## config.mk

```make
export PLATFORM = sky130hd
export DESIGN_NAME = mem_port_arbiter
export DESIGN_NICKNAME = d
export VERILOG_FILES = /design/src/rtl/mem_port_arbiter.sv
export SDC_FILE = /design/constraint.sdc
export NUM_CORES = 1
export LEC_CHECK = 0
export BUFFER_PORTS_ARGS = -buffer_cell sky130_fd_sc_hd__buf_2
export CORE_ASPECT_RATIO = 0.5
export CORE_MARGIN = 4
export CORE_UTILIZATION = 48
export DETAILED_ROUTE_END_ITERATION = 10
export PLACE_DENSITY = 0.82
export SYNTH_ARGS = -nofsm -noshare
export SYNTH_HDL_FRONTEND = slang
export SYNTH_SLANG_ARGS = --single-unit
```

## constraint.sdc

```tcl
create_clock -name clk -period 3.4 [get_ports clk]
set_input_delay 0.68 -clock clk [delete_from_list [all_inputs] [get_ports clk]]
set_output_delay 0.68 -clock clk [all_outputs]
set_load 0.02 [all_outputs]
```

## src/rtl/mem_port_arbiter.sv

```systemverilog
// Arbiter sharing one synchronous single-port memory between the CPU and a peripheral master.
// Each access runs IDLE -> ACCESS -> CAPTURE -> ACK. The CPU has priority, and a starvation counter bounds how long the peripheral can wait.
module mem_port_arbiter #(
  parameter int ADDR_W     = 16,
  parameter int DATA_W     = 16,
  parameter int STARVE_MAX = 4
) (
  input  logic              clk,
  input  logic              reset,
  input  logic              cpu_req,
  input  logic              cpu_we,
  input  logic [ADDR_W-1:0] cpu_addr,
  input  logic [DATA_W-1:0] cpu_wdata,
  output logic [DATA_W-1:0] cpu_rdata,
  output logic              cpu_ack,
  input  logic              per_req,
  input  logic              per_we,
  input  logic [ADDR_W-1:0] per_addr,
  input  logic [DATA_W-1:0] per_wdata,
  output logic [DATA_W-1:0] per_rdata,
  output logic              per_ack,
  output logic [ADDR_W-1:0] mem_addr,
  output logic [DATA_W-1:0] mem_wdata,
  output logic              mem_we,
  input  logic [DATA_W-1:0] mem_rdata,
  output logic              cpu_owner,
  output logic              busy
);
  localparam int CNT_W = $clog2(STARVE_MAX + 1);
  localparam logic [CNT_W-1:0] CNT_MAX = CNT_W'(STARVE_MAX);

  typedef enum logic [1:0] {IDLE, ACCESS, CAPTURE, ACK} state_t;

  state_t           state;
  logic             l_we;
  logic [CNT_W-1:0] starve_cnt;
  logic             per_wins;

  // The peripheral wins when it is the only requester, or when the CPU has used up its allowance.
  assign per_wins = per_req && (!cpu_req || starve_cnt == CNT_MAX);

  always_ff @(posedge clk or posedge reset) begin
    if (reset) begin
      state      <= IDLE;
      l_we       <= 1'b0;
      starve_cnt <= '0;
      cpu_rdata  <= '0;
      per_rdata  <= '0;
      cpu_ack    <= 1'b0;
      per_ack    <= 1'b0;
      mem_addr   <= '0;
      mem_wdata  <= '0;
      mem_we     <= 1'b0;
      cpu_owner  <= 1'b0;
      busy       <= 1'b0;
    end else begin
      cpu_ack <= 1'b0;
      per_ack <= 1'b0;
      case (state)
        IDLE: if (cpu_req || per_req) begin
          state     <= ACCESS;
          busy      <= 1'b1;
          cpu_owner <= !per_wins;
          l_we      <= per_wins ? per_we    : cpu_we;
          mem_we    <= per_wins ? per_we    : cpu_we;
          mem_addr  <= per_wins ? per_addr  : cpu_addr;
          mem_wdata <= per_wins ? per_wdata : cpu_wdata;
          if (per_wins)
            starve_cnt <= '0;
          else if (per_req && starve_cnt != CNT_MAX)
            starve_cnt <= starve_cnt + CNT_W'(1);
        end
        ACCESS: begin
          state  <= CAPTURE;
          mem_we <= 1'b0;
        end
        CAPTURE: begin
          state     <= ACK;
          mem_addr  <= '0;
          mem_wdata <= '0;
          if (!l_we) begin
            if (cpu_owner) cpu_rdata <= mem_rdata;
            else           per_rdata <= mem_rdata;
          end
          if (cpu_owner) cpu_ack <= 1'b1;
          else           per_ack <= 1'b1;
        end
        ACK: begin
          state     <= IDLE;
          busy      <= 1'b0;
          cpu_owner <= 1'b0;
        end
        default: state <= IDLE;
      endcase
    end
  end
endmodule

```

==> results of run 1 <==
[state kept, by name (all words and copies together), names as in the netlist]
name / count
busy: 1
cpu_ack: 1
cpu_owner: 1
cpu_rdata: 16
l_we: 1
mem_addr: 16
mem_wdata: 16
mem_we: 1
per_ack: 1
per_rdata: 16
starve_cnt: 3
state: 2
[per-layer routing]
metal / share of wire / vias up / GRT usage
met4: 0.024 / 0 / 0.0908
met2: 0.54 / 104 / 0.370
met1: 0.39 / 1541 / 0.256
met3: 0.047 / 22 / 0.0475
met5: 0 / - / 0
li1: - / 1439 / -
[worst register-to-register path, cell delays in order, from the launching register on]
cell and delay, ps:
dfrtp_1 420, inv_1 150, ha_1 410, nor2b_2 290
o21ai_4 200, buf_4 320, o311ai_2 260
[Yosys cell counts (all sizes together) (2+ instances only)]
library cell and number:
a211oi 2, and2 2, buf 12, clkbuf 18, dfrtp 75, ha 7, inv 39, mux2 33
nand2 3, nand4 33, nor2 3, nor2b 3, nor3 3, nor3b 2, o21ai 41, o311ai 32
[per-stage QoR]
step           hold WS [ps]  cell area (um2)  std cells  setup WS (ps)
2_1_floorplan           452             3690        316            810
3_3_place_gp            467             4530        545           1060
3_5_place_dp            476             4530        545           1060
4_1_cts                 394             4820        561           1220
5_1_grt                 425             4820        561           1080
6_report                386             4820        561           1240
[power by group]
part | switching [mW] | internal [mW]
registers | 0.187 | 1.26
logic | 1.18 | 0.770
clock network | 0.331 | 0.588
total | 1.69 | 2.62
[cells by family after synthesis]
| logic type | after synthesis |
|---|---|
| AO/OA/AOI/OAI | 80 |
| adder cells (fa/ha/maj) | 7 |
| buffers and inverters | 69 |
| flip-flops | 75 |
| multiplexers | 33 |
| AND/OR/NAND/NOR | 52 |
[worst max-delay path by stage]
stage                                     from                        end  cells past startpoint  slack (ps)
after global routing      state[0]$_DFFE_PP0P_   cpu_rdata[8]$_DFFE_PP0P_                      5        1080
after CTS                 state[0]$_DFFE_PP0P_   cpu_rdata[9]$_DFFE_PP0P_                      5        1220
after detailed placement               per_req  mem_wdata[12]$_DFFE_PP0P_                      4        1060
final                     state[0]$_DFFE_PP0P_  mem_wdata[10]$_DFFE_PP0P_                      6        1240
after floorplan                          reset           busy$_DFFE_PP0P_                      1         810
after global placement                 per_req   mem_addr[14]$_DFFE_PP0P_                      4        1060
[final cells by class]
| class | count | area (um2) |
|---|---|---|
| clock inverters | 2 | 35.0 |
| repair buffers | 163 | 838 |
| flip-flops and latches | 75 | 1880 |
| inverters | 39 | 146 |
| multi-input cells | 172 | 1550 |
| fillers | 587 | 2580 |
| well taps | 96 | 120 |
| clock buffers | 14 | 254 |
==> impl_metrics.toml, run 1 <==
[synth]
syn-instance-count = 316
synth-compound-area-share = 0.205
muxShareOfSynthArea = 0.101
synthesis.nets = 409
synthArstFlopShare = 1.00
synth_cell_types = 28
yosys.area_share.xor_xnor = 0
synth-simple-area-share = 0.0852
synth_fa_ha_area_frac = 0.0238
yosysWarnings = 0
netlist.area_leader.share = 0.509
synthTopCellsByArea = "dfrtp_1, o311ai_2, mux2_2"
synthFlopType = "dfrtp_1"
synth_top_family_by_area = "compound AO/OA/AOI/OAI gates"
synth-edff-count = 0
yosysSeqAreaShare = 0.509
ys_ff_latch = 75
yosys.area.top_type = "dfrtp_1"
syn-cell-area_mm2 = 0.00369
syn_avg_cell_area_um2 = 11.7

[clocking]
cts_tree = "done"
cts_made_buffers = 9
post_cts_buffers = 0
postCtsHoldBufs = 0
cts.htree.levels = 3
clock_latency_ps = 330
clkSinkCount = 75
cts-root-buf = "clkbuf_16"
ctsLongestPathBuffers = 2
cts.repair.resized = 0
clk_pin_slew_worst_paths_ps = 50

[route]
drt_iter0_markers = 262
wl_per_cell_um = 17.1
drt-total-wl_um = 9570
antenna_left = 0
num_vias = 3106
firstDrtPassIters = 4
remaining_drc_errors = 0
vias_per_cell = 5.54

[final_layout]
nets = 553
utilization = 0.651
layout_common_cells = "buf_2, dfrtp_1, o21ai_0"
area_growth_pct = 30.7
drive_gt1_frac = 0.523
mostFrequentLayoutCell = "buf_2"
antennaDiodeCount = 0

[hold_path]
worstHoldPathType = "primary input to asynchronous set/reset pin"

[worst_setup_path]
path_cells = "inv_1 > ha_1 > nor2b_2 > o21ai_4 > buf_4 > o311ai_2"
reg2reg_slack_ps = 1240
setup.worst_path.start_class = "flop"
crit_buf_inv = 2
worst-setup-path-type = "flop to flop"
critical_path_arrival_ps = 2380
crit_family = "buffers and inverters"
r2r-end = "mem_wdata[10]$_DFFE_PP0P_"
crit_path_end_kind = "flop"
worstRegToRegCells = 6
slowest_stage = "dfrtp_1"
path_max_fanout = 17
r2r_start = "state[0]$_DFFE_PP0P_"
slowest_delay_ps = 420
critPathRequiredTime_ps = 3620

[timing]
finalSetupViolCount = 0
period_minus_slack_ps = 2160
fmax_mhz = 462
rsz0062_at_grt = "no"
hold_viol_final = 0
slew_headroom = 0.459
worst_clock_skew_ps = 5.51
period_share = 0.636
worst_pin_slew_ps = 811
slew_viol_final = 0
setup_tns_ps = 0

[place]
place.gp.congestion = 0.769
dp_hpwl_um = 6700
io_buffers = 154

[power]
p_leak_nw = 2.41
pwr_density_cell_mw_per_mm2 = 895
power_mw = 4.32
irDropWorstVdd_mv = 0.339

[global_routing]
grt_max_degree = 43
grt_pass1_vias = 3248
antenna_found_initial = 0
grt_pass1_wl_um = 15800
grtUsageTotal = 0.213
globalRouteOverflowTotal = 0

[floorplan]
start_util = 0.498
io_pins = 155
die_w_um = 132
die_area_mm2 = 0.00923
placementRows = 22
die_h_um = 70.0
coreArea_mm2 = 0.00740

[flow_run]
maxCapViolCount = 0

[status]
status = "completed"
Power figures use the tool's default switching activity.
==> inputs of run 2 (changes only) <==
- ABC_AREA: not set -> 1
- CORE_UTILIZATION: 48 -> 44
- PLACE_DENSITY: 0.82 -> 0.79
- clock period: 3.4 -> 1.7 ns (I/O delays scaled with it)
==> run 2 against run 1 <==
Net effect: fmax increased by 40%; via count increased by 4.1%; first-iteration DRC count decreased by 37%; cell count increased by 25%; synthesized cell count increased by 36%; clock skew increased by 0.68 ps; largest cell class unchanged; highest routed layer unchanged.
==> impl_metrics.toml, run 2 <==
[synth]
ys_ff_latch = 75
synth_cell_types = 24
synthArstFlopShare = 1.00
netlist.area_leader.share = 0.493
synth-edff-count = 0
synthFlopType = "dfrtp_1"
synthesis.nets = 523
synthTopCellsByArea = "dfrtp_1, inv_1, nand2_1"
yosysWarnings = 0
yosysSeqAreaShare = 0.493
syn_avg_cell_area_um2 = 8.85
syn-cell-area_mm2 = 0.00381
syn-instance-count = 430
yosys.cell_count.top_type = "inv_1"
yosys.area.top_type = "dfrtp_1"
yosys-top-cells-count = "inv_1, dfrtp_1, nand2_1"

[power]
irDropWorstVdd_mv = 1.08
pwr_density_cell_mw_per_mm2 = 1820
p_switching_mw = 3.85
pwr-share-comb = 0.460
internal-power_mw = 5.19
pwr-share-seq = 0.329
power.share.clock = 0.212
p_leak_nw = 2.78
power_mw = 9.04
swShare = 0.426

[clocking]
clock_latency_ps = 340
cts-root-buf = "clkbuf_16"
ctsLongestPathBuffers = 2
cts.repair.resized = 0
clkSinkCount = 75
cts.htree.levels = 3
clk_pin_slew_worst_paths_ps = 60
postCtsHoldBufs = 0
cts_made_buffers = 9
cts_tree = "done"
post_cts_buffers = 0

[global_routing]
grt_pass1_wl_um = 14800
globalRouteOverflowTotal = 0
grt_pass1_vias = 3188
grt_max_degree = 76
antenna_found_initial = 0
grtUsageTotal = 0.181

[worst_setup_path]
crit_path_end_kind = "flop"
r2r_start = "state[0]$_DFFE_PP0P_"
reg2reg_slack_ps = 160
critPathRequiredTime_ps = 1920
worst-setup-path-type = "flop to flop"
cp-startpoint = "state[0]$_DFFE_PP0P_"
critical_path_arrival_ps = 1760
setup.worst_path.start_class = "flop"
r2r-end = "mem_addr[13]$_DFFE_PP0P_"
worstRegToRegCells = 6
path_max_fanout = 14

[floorplan]
die_w_um = 140
die_area_mm2 = 0.0103
coreArea_mm2 = 0.00820
die_h_um = 73.8
start_util = 0.464
io_pins = 155
placementRows = 23

[timing]
setup_tns_ps = 0
hold_viol_final = 0
slew_viol_final = 0
period_share = 0.907
finalSetupViolCount = 0
slew_headroom = 0.738
rsz0062_at_grt = "no"
worst_pin_slew_ps = 394
period_minus_slack_ps = 1540
fmax_mhz = 649
worst_clock_skew_ps = 6.19

[flow_run]
maxCapViolCount = 0

[final_layout]
drive_gt1_frac = 0.365
antennaDiodeCount = 0
area_growth_pct = 30.5
multiInputGateArea_mm2 = 0.00137
seq_area_mm2 = 0.00188
fillers = 711
layout_common_cells = "buf_2, inv_1, nand2_1, dfrtp_1, nand3_1"
nets = 680
mostFrequentLayoutCell = "buf_2"

[route]
wl_per_cell_um = 13.0
antenna_left = 0
remaining_drc_errors = 0
drt-total-wl_um = 9120
firstDrtPassIters = 4
vias_per_cell = 4.59
num_vias = 3232
drt_iter0_markers = 164

[place]
io_buffers = 154
dp_hpwl_um = 6660
place.gp.congestion = 0.776

[hold_path]
worstHoldPathType = "primary input to asynchronous set/reset pin"

[status]
status = "completed"
run 2: changes by cell type after synthesis, sizes merged, moves of 33 or more:
| cell | change |
|---|---|
| nand3 | +36 |
| inv | +56 |
| nand4 | -33 |
| mux2 | -33 |
| o21ai | +35 |
| nand2 | +76 |
run 2: how the worst max path moves through the flow:
stage | end
finish | mem_addr[13]$_DFFE_PP0P_
global route | per_rdata[12]$_DFFE_PP0P_
CTS | cpu_rdata[11]$_DFFE_PP0P_
detailed placement | cpu_rdata[11]$_DFFE_PP0P_
global placement | cpu_rdata[9]$_DFFE_PP0P_
floorplan | per_rdata[10]$_DFFE_PP0P_
run 2: per-stage QoR:
step | cell area (um2) | utilization | hold WS, ps | cells | setup slack, ps
global placement | 4660 | 0.569 | 462 | 688 | 209
CTS | 4960 | 0.605 | 127 | 704 | 105
detailed placement | 4660 | 0.569 | 474 | 688 | 97.1
global route | 4970 | 0.606 | 150 | 704 | 28.4
floorplan | 3810 | - | 485 | 430 | 230
finish | 4970 | 0.606 | 116 | 704 | 158
run 2: routing by layer:
metal	up-vias	track usage	share of wire
met5	-	0	0
met4	0	0.0634	0.012
met3	12	0.0657	0.065
met2	81	0.310	0.49
met1	1491	0.215	0.43
li1	1648	-	-
run 2: worst max-delay path: stages, from the launching register on:
cell and delay, ps:
dfrtp_1 380, inv_1 100, ha_1 250, buf_4 180, o21ai_4 150, buf_4 260, o21ai_0 110
run 2: logic make-up after synthesis:
logic type	share of synthesized area
compound gates	0.129
xor+xnor	0.00230
fa+ha+maj	0.0230
buf+inv	0.150
flops	0.493
simple gates	0.203
run 2: final cells by class:
cell class,instances,share of cell area
Sequential cell,75,0.378
Multi-Input combinational cell,238,0.275
Timing Repair Buffer,168,0.186
Inverter,95,0.0725
Clock buffer,9,0.0453
Tap cell,112,0.0282
Clock inverter,7,0.0151
run 2: power by group through the flow:
stage | Clock [mW] | Sequential, mW | Combinational, mW
finish | 1.91 | 2.97 | 4.16
global route | 2.04 | 3.07 | 4.61
CTS | 1.95 | 2.97 | 4.22
detailed placement | 0 | 2.98 | 4.23
global placement | 0 | 2.98 | 4.08
floorplan | 0 | 3.82 | 2.09
==> inputs of run 3 (changes only) <==
- PLACE_DENSITY: 0.79 -> 0.88
==> run 3 against run 2 <==
Net effect: fmax increased by 0.40%; design area grew 0.38%; wire length grew 7.2%; combinational power rose by 2%; critical path type unchanged; clock skew about the same; sequential share of layout area down 0.14 points; sequential power barely moved; global-route usage rose by 0.92 points; largest power group unchanged; sequential cell count unchanged.
==> impl_metrics.toml, run 3 (synthesized netlist as in run 2, its figures left out) <==
[floorplan]
start_util = 0.464
die_area_mm2 = 0.0103
die_h_um = 73.8
io_pins = 155
placementRows = 23
die_w_um = 140
coreArea_mm2 = 0.00820

[worst_setup_path]
path_max_fanout = 16
slowest_delay_ps = 400
worst-setup-path-type = "flop to flop"
path_cells = "inv_1 > ha_1 > o21ai_4 > nor2_8 > nand3_1 > o21ai_2"
critPathRequiredTime_ps = 1960
slowest_stage = "dfrtp_1"
setup.worst_path.start_class = "flop"
crit_path_end_kind = "flop"
critical_path_arrival_ps = 1800

[route]
drt_iter0_markers = 170
vias_per_cell = 4.77
remaining_drc_errors = 0
antenna_left = 0
drt-total-wl_um = 9780
m1WireLength_um = 4010
met2_length_um = 4820
num_vias = 3356
wl_met3_um = 655
firstDrtPassIters = 7
wl_per_cell_um = 13.9
top_layer = "met4"

[clocking]
cts_made_buffers = 9
clock_latency_ps = 330
cts.htree.levels = 3
clk_pin_slew_worst_paths_ps = 60
postCtsHoldBufs = 0
cts-root-buf = "clkbuf_16"
ctsLongestPathBuffers = 2
cts_tree = "done"
clkSinkCount = 75

[power]
power_mw = 9.14
p_leak_nw = 2.77
pwr_density_cell_mw_per_mm2 = 1830
irDropWorstVdd_mv = 1.03

[final_layout]
drive_gt1_frac = 0.365
antennaDiodeCount = 0
layout_common_cells = "buf_2, inv_1, nand2_1, dfrtp_1, nand3_1"
area_growth_pct = 31.0
mostFrequentLayoutCell = "buf_2"
nets = 680

[place]
io_buffers = 154
place.gp.congestion = 0.805
dp_hpwl_um = 6940

[timing]
slew_headroom = 0.626
worst_clock_skew_ps = 6.24
hold_viol_final = 0
rsz0062_at_grt = "no"
fmax_mhz = 651
finalSetupViolCount = 0
period_minus_slack_ps = 1540
setup_tns_ps = 0
worst_pin_slew_ps = 559
period_share = 0.903
slew_viol_final = 0

[global_routing]
grt_max_degree = 33
antenna_found_initial = 0
grt_pass1_wl_um = 15700
grtUsageTotal = 0.190
globalRouteOverflowTotal = 0
grt_pass1_vias = 3346

[status]
status = "completed"

[flow_run]
maxCapViolCount = 0

[hold_path]
worstHoldPathType = "primary input to asynchronous set/reset pin"
## run 3: cell count changes in the layout (fill, tap and decap cells not counted)
cell,previous run,this run
buf_12,4,5
buf_4,10,8
clkinv_2,2,0
clkinv_4,2,1
clkinvlp_4,1,5
inv_6,2,1
nor2_4,1,2
## run 3: path summary, 6_finish.rpt
path | cells past startpoint | slack [ps] | to | from
setup / recovery | 6 | 160 | mem_addr[0]$_DFFE_PP0P_ | state[1]$_DFFE_PP0P_
hold / removal | 2 | 50 | mem_wdata[8]$_DFFE_PP0P_ | reset
setup reg to reg | 6 | 160 | mem_addr[0]$_DFFE_PP0P_ | state[1]$_DFFE_PP0P_
hold reg to reg | 2 | 480 | cpu_rdata[7]$_DFFE_PP0P_ | cpu_rdata[7]$_DFFE_PP0P_
max in group asynchronous | 3 | 1130 | cpu_rdata[1]$_DFFE_PP0P_ | reset
min in group clk | 3 | 250 | per_rdata[11]$_DFFE_PP0P_ | mem_rdata[11]
## run 3: layout make-up
class	instances	area, um2
tap	112	140
timing repair buffer	167	931
inverter	95	360
fill	702	3210
multi-input combinational	239	1380
sequential	75	1880
clock buffer	9	225
clock inverter	7	77.6
## run 3: what timing repair did
| action | 4_1_cts | 5_1_grt |
|---|---|---|
| buffers inserted | 0 | 1 |
| endpoints found under the setup margin | 0 | 40 |
| gates resized for setup | 0 | 1 |
## run 3: metal layers
metal	global-route usage	up-vias
met4	0.0827	0
met1	0.224	1558
met2	0.333	124
met3	0.0546	24
met5	0	-
li1	-	1650
## run 3: critical path: cells and delay by family (launching register included)
family / cells / cell delay [ps]
AOI/OAI and AO/OA: 2 / 240
adders and majority gates: 1 / 250
buffers and inverters: 1 / 120
DFF: 1 / 400
and+or+nand+nor: 2 / 440
## run 3: where the power goes
group | switching [mW] | leakage (nW) | internal [mW] | total [mW]
clock network | 0.774 | 0.134 | 1.14 | 1.92
registers | 0.421 | 0.949 | 2.57 | 2.99
logic | 2.75 | 1.68 | 1.48 | 4.24
total | 3.95 | 2.77 | 5.19 | 9.14
## run 3: through the flow
step                setup WS (ps)  cell area (um2)  hold slack [ps]  utilization  instances
detailed placement           72.8             4650              431        0.567        686
global route                 25.6             4990             80.1        0.608        704
finish                        165             4990             53.2        0.608        704
CTS                          44.6             4950             67.5        0.604        702
floorplan                     230             3810              485            -        430
global placement              141             4650              415        0.567        686
